[config.mk]
export PLATFORM = sky130hd
export DESIGN_NAME = slt_rs_ctrl_flat
export DESIGN_NICKNAME = d
export VERILOG_FILES = /design/src/rtl/slt_rs_if.sv /design/src/rtl/slt_rs_ctrl.sv /design/src/flat_wrapper.sv
export SDC_FILE = /design/constraint.sdc
export NUM_CORES = 1
export LEC_CHECK = 0
export CORE_UTILIZATION = 35
export DETAILED_ROUTE_END_ITERATION = 6
export SETUP_SLACK_MARGIN = 0.4
export SYNTH_ARGS = -nofsm -noshare
export SYNTH_HDL_FRONTEND = slang
export SYNTH_SLANG_ARGS = --single-unit
[constraint.sdc]
create_clock -name clk -period 17 [get_ports clk]
set_input_delay 2.55 -clock clk [delete_from_list [all_inputs] [get_ports clk]]
set_output_delay 2.55 -clock clk [all_outputs]
set_load 0.02 [all_outputs]
[src/rtl/slt_rs_if.sv]
// Dispatch, CDB snoop, functional-unit and writeback signals for the LUI/SLT/SLTU
// reservation station. The controller takes the slave side.
interface slt_rs_if #(
    parameter int TAG_W = 4
);
    logic             disp_valid;
    logic             disp_ready;
    logic [1:0]       disp_aluc;
    logic [TAG_W-1:0] disp_tag;
    logic             disp_rdy1;
    logic             disp_rdy2;
    logic [TAG_W-1:0] disp_q1;
    logic [TAG_W-1:0] disp_q2;
    logic [31:0]      disp_v1;
    logic [31:0]      disp_v2;

    logic             cdb_valid;
    logic [TAG_W-1:0] cdb_tag;
    logic [31:0]      cdb_data;

    logic [31:0]      fu_alu1;
    logic [31:0]      fu_alu2;
    logic [1:0]       fu_aluc;
    logic [31:0]      fu_res;

    logic             wb_valid;
    logic [TAG_W-1:0] wb_tag;
    logic [31:0]      wb_data;
    logic             wb_ready;

    modport master (
        output disp_valid, disp_aluc, disp_tag, disp_rdy1, disp_rdy2,
               disp_q1, disp_q2, disp_v1, disp_v2,
        input  disp_ready,
        output cdb_valid, cdb_tag, cdb_data,
        input  fu_alu1, fu_alu2, fu_aluc,
        output fu_res,
        input  wb_valid, wb_tag, wb_data,
        output wb_ready
    );

    modport slave (
        input  disp_valid, disp_aluc, disp_tag, disp_rdy1, disp_rdy2,
               disp_q1, disp_q2, disp_v1, disp_v2,
        output disp_ready,
        input  cdb_valid, cdb_tag, cdb_data,
        output fu_alu1, fu_alu2, fu_aluc,
        input  fu_res,
        output wb_valid, wb_tag, wb_data,
        input  wb_ready
    );
endinterface

[src/rtl/slt_rs_ctrl.sv]
// Reservation station for the shared LUI/SLT/SLTU unit: oldest-ready issue into a
// one-stage EX register, result held in a WB register until the CDB grants it.
module slt_rs_ctrl #(
    parameter int ENTRIES = 4,
    parameter int TAG_W   = 4,
    localparam int OCC_W  = $clog2(ENTRIES + 1),
    localparam int IDX_W  = (ENTRIES > 1) ? $clog2(ENTRIES) : 1
) (
    input  logic             clk,
    input  logic             rst_n,
    input  logic             flush,
    slt_rs_if.slave          rs,
    output logic [OCC_W-1:0] occupancy
);
    logic             e_valid [ENTRIES];
    logic [1:0]       e_aluc  [ENTRIES];
    logic [TAG_W-1:0] e_tag   [ENTRIES];
    logic             e_rdy1  [ENTRIES];
    logic             e_rdy2  [ENTRIES];
    logic [TAG_W-1:0] e_q1    [ENTRIES];
    logic [TAG_W-1:0] e_q2    [ENTRIES];
    logic [31:0]      e_v1    [ENTRIES];
    logic [31:0]      e_v2    [ENTRIES];
    logic [OCC_W-1:0] e_rank  [ENTRIES];

    logic             ex_valid;
    logic [TAG_W-1:0] ex_tag;
    logic [1:0]       ex_aluc;
    logic [31:0]      ex_v1;
    logic [31:0]      ex_v2;

    logic             wb_valid_q;
    logic [TAG_W-1:0] wb_tag_q;
    logic [31:0]      wb_data_q;

    logic             free_found;
    logic [IDX_W-1:0] free_idx;
    logic             iss_found;
    logic [IDX_W-1:0] iss_idx;
    logic [OCC_W-1:0] iss_rank;

    logic wb_fire;
    logic ex_adv;
    logic iss_fire;
    logic disp_fire;
    logic byp1;
    logic byp2;

    always_comb begin
        occupancy  = '0;
        free_found = 1'b0;
        free_idx   = '0;
        iss_found  = 1'b0;
        iss_idx    = '0;
        iss_rank   = '0;
        for (int i = 0; i < ENTRIES; i++) begin
            occupancy = occupancy + OCC_W'(e_valid[i]);
            if (!e_valid[i] && !free_found) begin
                free_found = 1'b1;
                free_idx   = IDX_W'(i);
            end
            if (e_valid[i] && e_rdy1[i] && e_rdy2[i] && (!iss_found || e_rank[i] < iss_rank)) begin
                iss_found = 1'b1;
                iss_idx   = IDX_W'(i);
                iss_rank  = e_rank[i];
            end
        end
    end

    // disp_ready looks only at registered occupancy; a same-cycle issue never makes room
    assign rs.disp_ready = rst_n && (occupancy < OCC_W'(ENTRIES));

    assign wb_fire   = wb_valid_q && rs.wb_ready;
    assign ex_adv    = ex_valid && (!wb_valid_q || wb_fire);
    assign iss_fire  = !flush && iss_found && (!ex_valid || ex_adv);
    assign disp_fire = !flush && rs.disp_valid && rs.disp_ready;
    assign byp1      = rs.cdb_valid && (rs.disp_q1 == rs.cdb_tag);
    assign byp2      = rs.cdb_valid && (rs.disp_q2 == rs.cdb_tag);

    always_ff @(posedge clk or negedge rst_n) begin
        if (!rst_n) begin
            for (int i = 0; i < ENTRIES; i++) begin
                e_valid[i] <= 1'b0;
                e_aluc[i]  <= '0;
                e_tag[i]   <= '0;
                e_rdy1[i]  <= 1'b0;
                e_rdy2[i]  <= 1'b0;
                e_q1[i]    <= '0;
                e_q2[i]    <= '0;
                e_v1[i]    <= '0;
                e_v2[i]    <= '0;
                e_rank[i]  <= '0;
            end
        end else if (flush) begin
            for (int i = 0; i < ENTRIES; i++) begin
                e_valid[i] <= 1'b0;
                e_rank[i]  <= '0;
            end
        end else begin
            for (int i = 0; i < ENTRIES; i++) begin
                if (e_valid[i] && !e_rdy1[i] && rs.cdb_valid && e_q1[i] == rs.cdb_tag) begin
                    e_rdy1[i] <= 1'b1;
                    e_v1[i]   <= rs.cdb_data;
                end
                if (e_valid[i] && !e_rdy2[i] && rs.cdb_valid && e_q2[i] == rs.cdb_tag) begin
                    e_rdy2[i] <= 1'b1;
                    e_v2[i]   <= rs.cdb_data;
                end
                if (iss_fire && IDX_W'(i) == iss_idx) begin
                    e_valid[i] <= 1'b0;
                end else if (iss_fire && e_valid[i] && e_rank[i] > iss_rank) begin
                    e_rank[i] <= e_rank[i] - OCC_W'(1);
                end
                // free_idx is never the issuing entry, so the two updates cannot collide
                if (disp_fire && IDX_W'(i) == free_idx) begin
                    e_valid[i] <= 1'b1;
                    e_aluc[i]  <= rs.disp_aluc;
                    e_tag[i]   <= rs.disp_tag;
                    e_q1[i]    <= rs.disp_q1;
                    e_q2[i]    <= rs.disp_q2;
                    e_rdy1[i]  <= !rs.disp_aluc[1] || rs.disp_rdy1 || byp1;
                    e_rdy2[i]  <= rs.disp_rdy2 || byp2;
                    e_v1[i]    <= (rs.disp_rdy1 || !byp1) ? rs.disp_v1 : rs.cdb_data;
                    e_v2[i]    <= (rs.disp_rdy2 || !byp2) ? rs.disp_v2 : rs.cdb_data;
                    e_rank[i]  <= iss_fire ? occupancy - OCC_W'(1) : occupancy;
                end
            end
        end
    end

    always_ff @(posedge clk or negedge rst_n) begin
        if (!rst_n) begin
            ex_valid <= 1'b0;
            ex_tag   <= '0;
            ex_aluc  <= '0;
            ex_v1    <= '0;
            ex_v2    <= '0;
        end else if (flush) begin
            ex_valid <= 1'b0;
        end else if (iss_fire) begin
            ex_valid <= 1'b1;
            ex_tag   <= e_tag[iss_idx];
            ex_aluc  <= e_aluc[iss_idx];
            ex_v1    <= e_v1[iss_idx];
            ex_v2    <= e_v2[iss_idx];
        end else if (ex_adv) begin
            ex_valid <= 1'b0;
        end
    end

    always_ff @(posedge clk or negedge rst_n) begin
        if (!rst_n) begin
            wb_valid_q <= 1'b0;
            wb_tag_q   <= '0;
            wb_data_q  <= '0;
        end else if (flush) begin
            wb_valid_q <= 1'b0;
        end else if (ex_adv) begin
            wb_valid_q <= 1'b1;
            wb_tag_q   <= ex_tag;
            wb_data_q  <= rs.fu_res;
        end else if (wb_fire) begin
            wb_valid_q <= 1'b0;
        end
    end

    assign rs.fu_alu1 = ex_valid ? ex_v1   : '0;
    assign rs.fu_alu2 = ex_valid ? ex_v2   : '0;
    assign rs.fu_aluc = ex_valid ? ex_aluc : '0;

    assign rs.wb_valid = wb_valid_q;
    assign rs.wb_tag   = wb_valid_q ? wb_tag_q  : '0;
    assign rs.wb_data  = wb_valid_q ? wb_data_q : '0;
endmodule

[src/flat_wrapper.sv]
// flat-port wrapper written by rule: the top's interface ports become plain ports
module slt_rs_ctrl_flat 
#(
    parameter int ENTRIES = 4,
    parameter int TAG_W   = 4,
    localparam int OCC_W  = $clog2(ENTRIES + 1),
    localparam int IDX_W  = (ENTRIES > 1) ? $clog2(ENTRIES) : 1
)
  (clk, rst_n, flush, occupancy, rs_disp_valid, rs_disp_aluc, rs_disp_tag, rs_disp_rdy1, rs_disp_rdy2, rs_disp_q1, rs_disp_q2, rs_disp_v1, rs_disp_v2, rs_disp_ready, rs_cdb_valid, rs_cdb_tag, rs_cdb_data, rs_fu_alu1, rs_fu_alu2, rs_fu_aluc, rs_fu_res, rs_wb_valid, rs_wb_tag, rs_wb_data, rs_wb_ready);
  slt_rs_if #(.TAG_W(TAG_W)) rs_i ();
  input  logic clk;
  input  logic rst_n;
  input  logic flush;
  output logic [OCC_W-1:0] occupancy;
  input wire logic [$bits(rs_i.disp_valid)-1:0] rs_disp_valid;
  input wire logic [$bits(rs_i.disp_aluc)-1:0] rs_disp_aluc;
  input wire logic [$bits(rs_i.disp_tag)-1:0] rs_disp_tag;
  input wire logic [$bits(rs_i.disp_rdy1)-1:0] rs_disp_rdy1;
  input wire logic [$bits(rs_i.disp_rdy2)-1:0] rs_disp_rdy2;
  input wire logic [$bits(rs_i.disp_q1)-1:0] rs_disp_q1;
  input wire logic [$bits(rs_i.disp_q2)-1:0] rs_disp_q2;
  input wire logic [$bits(rs_i.disp_v1)-1:0] rs_disp_v1;
  input wire logic [$bits(rs_i.disp_v2)-1:0] rs_disp_v2;
  output wire logic [$bits(rs_i.disp_ready)-1:0] rs_disp_ready;
  input wire logic [$bits(rs_i.cdb_valid)-1:0] rs_cdb_valid;
  input wire logic [$bits(rs_i.cdb_tag)-1:0] rs_cdb_tag;
  input wire logic [$bits(rs_i.cdb_data)-1:0] rs_cdb_data;
  output wire logic [$bits(rs_i.fu_alu1)-1:0] rs_fu_alu1;
  output wire logic [$bits(rs_i.fu_alu2)-1:0] rs_fu_alu2;
  output wire logic [$bits(rs_i.fu_aluc)-1:0] rs_fu_aluc;
  input wire logic [$bits(rs_i.fu_res)-1:0] rs_fu_res;
  output wire logic [$bits(rs_i.wb_valid)-1:0] rs_wb_valid;
  output wire logic [$bits(rs_i.wb_tag)-1:0] rs_wb_tag;
  output wire logic [$bits(rs_i.wb_data)-1:0] rs_wb_data;
  input wire logic [$bits(rs_i.wb_ready)-1:0] rs_wb_ready;
  assign rs_i.disp_valid = rs_disp_valid;
  assign rs_i.disp_aluc = rs_disp_aluc;
  assign rs_i.disp_tag = rs_disp_tag;
  assign rs_i.disp_rdy1 = rs_disp_rdy1;
  assign rs_i.disp_rdy2 = rs_disp_rdy2;
  assign rs_i.disp_q1 = rs_disp_q1;
  assign rs_i.disp_q2 = rs_disp_q2;
  assign rs_i.disp_v1 = rs_disp_v1;
  assign rs_i.disp_v2 = rs_disp_v2;
  assign rs_disp_ready = rs_i.disp_ready;
  assign rs_i.cdb_valid = rs_cdb_valid;
  assign rs_i.cdb_tag = rs_cdb_tag;
  assign rs_i.cdb_data = rs_cdb_data;
  assign rs_fu_alu1 = rs_i.fu_alu1;
  assign rs_fu_alu2 = rs_i.fu_alu2;
  assign rs_fu_aluc = rs_i.fu_aluc;
  assign rs_i.fu_res = rs_fu_res;
  assign rs_wb_valid = rs_i.wb_valid;
  assign rs_wb_tag = rs_i.wb_tag;
  assign rs_wb_data = rs_i.wb_data;
  assign rs_i.wb_ready = rs_wb_ready;
  slt_rs_ctrl #(.ENTRIES(ENTRIES), .TAG_W(TAG_W)) u_core (.clk(clk), .rst_n(rst_n), .flush(flush), .rs(rs_i), .occupancy(occupancy));
endmodule
==> flow_metrics.tcl, run 1 <==
set metrics [dict create \
    outcome "finished, final reports clean" \
    critPathKind "register to register" \
    cp-end-kind "register" \
    wl_met2_microns 34100 \
    initial_core_util_pct 35.7 \
    gp_congestion 0.866 \
    hp-class "register to register" \
    switchingPower_mw 0.818 \
    ys.flop_type "dfrtp_1" \
    via_per_inst 5.48 \
    cts_sinks 444 \
    top_layer "met5" \
    htreeDepth 2 \
    r2r_slack_ps 8870 \
    cpPeakStageDelay_ps 820 \
    r2r-end "u_core.e_rank[1]" \
    grt_usage_pct 22.0 \
    hold_depth 2 \
    route.layer.met1.wl_microns 30700 \
    internal_power_mw 2.19 \
    final_cell_mix "443 x dfrtp_1, 327 x nand2_1, 259 x clkdlybuf4s50_1" \
    cp_data_arrival_time_ps 8640 \
    crit_path_max_fanout 67 \
    synth_edf_count 0 \
    rsz0062_at_grt "no" \
    synth_cell_types 58 \
    dpl.hpwl_microns 44100 \
    root_buffer "clkbuf_16" \
    placement.io_buffers 260 \
    final_area_sq_um 27100 \
    synth.net_count 2390 \
    syn2layout_area_growth_pct 22.3 \
    drt_iter0_drc 1849 \
    drv_cap 0 \
    reg2reg_depth 26 \
    drv_slew 0 \
    grt_max_degree 182 \
    seqPwrFrac_pct 47.2 \
    drive_gt1_share_pct 12.7 \
    min-delay-start "u_core.e_aluc[5]" \
    pin_count 261 \
    postCtsHoldBufs 0 \
    finalClockSkew_ps 21.9 \
    p_sw_share_pct 27.2 \
    crit_top_cell "ha_1" \
    fmax_ghz 0.123 \
    num_rows 91 \
    max-slew-margin-rel_pct 27.0 \
    startpoint_type "register" \
    vdd_drop_max_mv 0.0675 \
    cts_resized 0 \
    critPathRequiredTime_ps 17500 \
    tightest_slew_ps 1100 \
    ys_seq_elements 444 \
    path_clk_slew_ps 60 \
    core_area_sq_um 62200 \
    power_frac_comb_pct 16.9 \
    nNetsFinal 2552 \
    grt_overflow 0 \
    syn_area_sq_um 22200 \
    dr_wl_met3_microns 4910 \
    setup_tns_ps 0 \
    cts_tree "built" \
    setup_viol 0 \
    numCtsBuffers 50 \
    die_y_microns 254 \
    die-area_sq_um 64400 \
    yosysWarnings 0 \
    leakage_nw 12.1 \
    grt_pass1_wl_microns 109000 \
    post-route-period-util_pct 47.8 \
    vias 17800 \
    slowest_stage "buf_4" \
    ant_nets 0 \
    clk_latency_ps 600 \
    powerDensity_nw_per_um2 111 \
    postCtsSetupBuffers 0 \
    clock_path_buffers 3 \
    place_area_sq_um 25500 \
    p_clk_share_pct 35.9 \
    whs_endpoint "u_core.e_aluc[5]" \
    syn_inst 2208 \
    wl_per_cell_microns 21.9 \
    fin_crit_ps 8130 \
    finalHoldViolations 0 \
    antenna_found_initial 5 \
    ys_seq_area_share_pct 50.1 \
    fp.dieW_microns 254 \
    rr_startpoint "u_core.e_valid[3]" \
    ys_async_sr_fraction_pct 100 \
    first_pass_iters 6 \
    grt_pass1_vias 18100 \
    avgSynthCellArea_sq_um 10.1 \
    drc 0 \
    routed_wl_microns 71000 \
    mostFrequentLayoutCell "dfrtp_1" \
]
routing by layer:
metal  global-route usage [%]  up-vias
met4                     6.08        4
met1                     29.6     8879
met5                        0        -
li1                         -     8094
met3                     3.26       93
met2                     36.6      723
synthesized netlist by cell type, types with 8 or more instances:
cell / number / area [sq um]
a21o_1: 9 / 67.6
a21oi_1: 42 / 210
a222oi_1: 69 / 691
a22oi_1: 38 / 285
and2_1: 104 / 651
buf_2: 37 / 185
clkbuf_1: 138 / 518
dfrtp_1: 444 / 11100
ha_1: 27 / 338
inv_1: 29 / 109
mux2_2: 151 / 1700
mux2i_1: 165 / 1650
nand2_1: 331 / 1240
nand4_1: 10 / 62.6
nor2_1: 177 / 664
nor2b_1: 8 / 50.1
o21ai_0: 127 / 636
o21ai_1: 86 / 430
o22ai_1: 70 / 438
xnor2_1: 40 / 350
through the flow:
stage / cells / total power [mW] / util (%) / setup WS (ps) / hold slack, ps
3_3_place_gp: 3155 / 1.91 / 41.0 / 9150 / 454
6_report: 3247 / 3.00 / 43.7 / 8870 / 475
2_1_floorplan: 2208 / 1.74 / - / 10370 / 442
3_5_place_dp: 3155 / 1.95 / 41.0 / 8980 / 463
4_1_cts: 3245 / 3.04 / 43.7 / 8930 / 478
5_1_grt: 3247 / 3.17 / 43.7 / 8390 / 496
power groups by stage:
| stage | registers [mW] | clock network (mW) | logic, mW |
|---|---|---|---|
| 4_1_cts | 1.42 | 1.11 | 0.515 |
| 2_1_floorplan | 1.39 | 0 | 0.348 |
| 5_1_grt | 1.45 | 1.14 | 0.575 |
| 6_report | 1.42 | 1.08 | 0.509 |
| 3_3_place_gp | 1.42 | 0 | 0.494 |
| 3_5_place_dp | 1.43 | 0 | 0.513 |
flip-flops by register name, summed over array words and instances (netlist names), 12 cells and up:
signal	flops
u_core.ex_v1	32
u_core.e_q1	16
u_core.e_q2	16
u_core.e_v2	128
u_core.e_v1	128
u_core.wb_data_q	32
u_core.ex_v2	32
u_core.e_tag	16
u_core.e_rank	12
how the worst max path moves through the flow:
stage / from / to / slack [ps] / cells past startpoint
final: u_core.e_valid[3] / u_core.e_rank[1] / 8870 / 26
after global routing: u_core.e_valid[3] / u_core.e_rank[7] / 8390 / 28
after CTS: u_core.e_valid[3] / u_core.e_rank[7] / 8930 / 28
after detailed placement: u_core.e_valid[3] / u_core.e_rank[7] / 8980 / 28
after global placement: u_core.e_valid[3] / u_core.e_rank[7] / 9150 / 28
after floorplan: u_core.e_valid[3] / u_core.e_rank[7] / 10370 / 31
kinds of logic after synthesis:
family | synth area share (%)
XOR/XNOR | 1.82
adder cells (fa/ha/maj) | 1.61
buffers and inverters | 4.18
AO/OA/AOI/OAI | 14.0
multiplexers | 15.1
flip-flops | 50.1
AND/OR/NAND/NOR | 13.2
critical path, delay by kind of cell (launching register included):
family | cells | cell delay, ps
simple gates | 3 | 920
buf+inv | 2 | 900
flops | 1 | 520
fa+ha+maj | 4 | 1320
compound gates | 14 | 3310
mux | 3 | 1030
cell type report:
type | count | area, sq um
fillers | 5917 | 35000
flip-flops and latches | 444 | 11100
multi-input cells | 1546 | 10300
repair buffers | 297 | 2900
clock buffers | 77 | 1540
well taps | 837 | 1050
inverters | 31 | 116
clock inverters | 13 | 100
diodes | 2 | 5.00
Power figures use the tool's default switching activity.
==> run 2, diff against run 1 <==
==> constraint.sdc (replaced) <==
create_clock -name clk -period 6.95 [get_ports clk]
set_input_delay 1.0425 -clock clk [delete_from_list [all_inputs] [get_ports clk]]
set_output_delay 1.0425 -clock clk [all_outputs]
set_load 0.02 [all_outputs]
==> flow_metrics.tcl, run 2 (synthesized netlist as in run 1, its figures left out) <==
set metrics [dict create \
    slowest_stage "dfrtp_1" \
    min-delay-start "u_core.e_aluc[5]" \
    post-route-period-util_pct 90.3 \
    num_rows 91 \
    cp-end-kind "register" \
    fin_cells 3258 \
    via_per_inst 5.47 \
    whs_endpoint "u_core.e_aluc[5]" \
    dp.cells 3162 \
    path_clk_slew_ps 60 \
    crit_top_cell "ha_1" \
    reg2reg_depth 26 \
    powerDensity_nw_per_um2 276 \
    grt_pass1_wl_microns 109000 \
    fin_crit_ps 6270 \
    r2r_slack_ps 680 \
    core_area_sq_um 62200 \
    nNetsFinal 2562 \
    fillers 6005 \
    syn2layout_area_growth_pct 23.3 \
    grt_max_degree 96 \
    finalHoldViolations 0 \
    grt_pass1_vias 18100 \
    rsz0062_at_grt "no" \
    clk_latency_ps 600 \
    critPathRequiredTime_ps 7470 \
    placement.io_buffers 260 \
    fmax_ghz 0.159 \
    dr_wl_met3_microns 5360 \
    fin_util_pct 44.0 \
    outcome "finished, violations left" \
    initial_core_util_pct 35.7 \
    r2r-end "u_core.e_rank[1]" \
    setup_viol 0 \
    mostFrequentLayoutCell "dfrtp_1" \
    final_area_sq_um 27400 \
    cp_data_arrival_time_ps 6790 \
    drt_iter0_drc 1875 \
    hold_depth 2 \
    clock_path_buffers 3 \
    grt_usage_pct 21.9 \
    tightest_slew_ps 1160 \
    vias 17800 \
    antenna_found_initial 7 \
    hp-class "register to register" \
    top_regs "u_core.e_v1 (128), u_core.e_v2 (128)" \
    routed_wl_microns 71500 \
    drv_slew 0 \
    top_layer "met5" \
    grt_overflow 0 \
    gp_congestion 0.863 \
    wl_met2_microns 33900 \
    die-area_sq_um 64400 \
    drv_cap 0 \
    setup_tns_ps 0 \
    pin_count 261 \
    ant_nets 0 \
    critPathLaunch "u_core.e_rdy1[3]" \
    place_area_sq_um 25600 \
    leakage_nw 12.3 \
    dpl.hpwl_microns 44700 \
    fp.dieW_microns 254 \
    cts_sinks 444 \
    cts_tree "built" \
    drive_gt1_share_pct 13.4 \
    finalPower_mw 7.56 \
    die_y_microns 254 \
    final_cell_mix "443 x dfrtp_1, 327 x nand2_1, 259 x clkdlybuf4s50_1" \
    cpPeakStageDelay_ps 430 \
    drc 4 \
    numCtsBuffers 50 \
    crit_path_max_fanout 8 \
    htreeDepth 2 \
    max-slew-margin-rel_pct 22.4 \
    route.layer.met1.wl_microns 30400 \
    rr_startpoint "u_core.e_rdy1[3]" \
    wl_per_cell_microns 21.9 \
    vdd_drop_max_mv 0.175 \
    first_pass_iters 7 \
    critPathKind "register to register" \
    finalClockSkew_ps 21.5 \
    startpoint_type "register" \
    violations "design-rule violations" \
    root_buffer "clkbuf_16" \
]
## run 2: changes by cell type in the layout (fill, tap and decap cells not counted), moves of 4 or more
cell	delta
clkinv_2	+4
clkbuf_8	-7
buf_4	+10
bufinv_16	+7
clkbuf_1	-4
## run 2: how the worst max path moves through the flow
stage | to | cells past startpoint
floorplan | u_core.e_rank[7] | 31
global placement | u_core.e_rank[7] | 26
detailed placement | u_core.e_rank[7] | 26
CTS | u_core.e_rank[7] | 26
global route | u_core.e_rank[2] | 26
finish | u_core.e_rank[1] | 26
## run 2: repair_timing
item                       in CTS  in global routing
resized for setup               2                  3
pin swaps                       0                  2
setup endpoints to repair       6                 12
hold buffers                    0                  0
setup buffers                   0                  3
## run 2: power by group
part	switching (mW)	internal, mW
Combinational	0.603	0.633
Clock	1.12	1.75
Sequential	0.297	3.16
## run 2: layout make-up
type	count	area, sq um	area share [%]
Sequential cell	444	11100	40.6
Clock inverter	25	352	1.28
Timing Repair Buffer	307	2970	10.9
Clock buffer	66	1430	5.23
Inverter	31	116	0.425
Multi-Input combinational cell	1546	10300	37.8
Tap cell	837	1050	3.83
Antenna cell	2	5.00	0.0183
## run 2: layer usage
layer	track usage [%]	vias to the layer above
li1	-	8128
met4	6.28	10
met1	28.9	8833
met2	36.5	724
met3	4.24	127
met5	0	-
## run 2: worst max-delay path, delay by kind of cell (launching register included)
family,cells,cell delay (ps)
AOI/OAI and AO/OA,11,2050
and+or+nand+nor,6,1320
muxes,4,1210
adders and majority gates,4,1120
DFF,1,430
buffers and inverters,1,80
## run 2: stage by stage
stage / hold WS, ps / setup slack (ps)
after floorplan: 442 / 440
after global placement: 456 / 334
final: 472 / 677
after global routing: 497 / 396
after detailed placement: 460 / 284
after CTS: 475 / 427
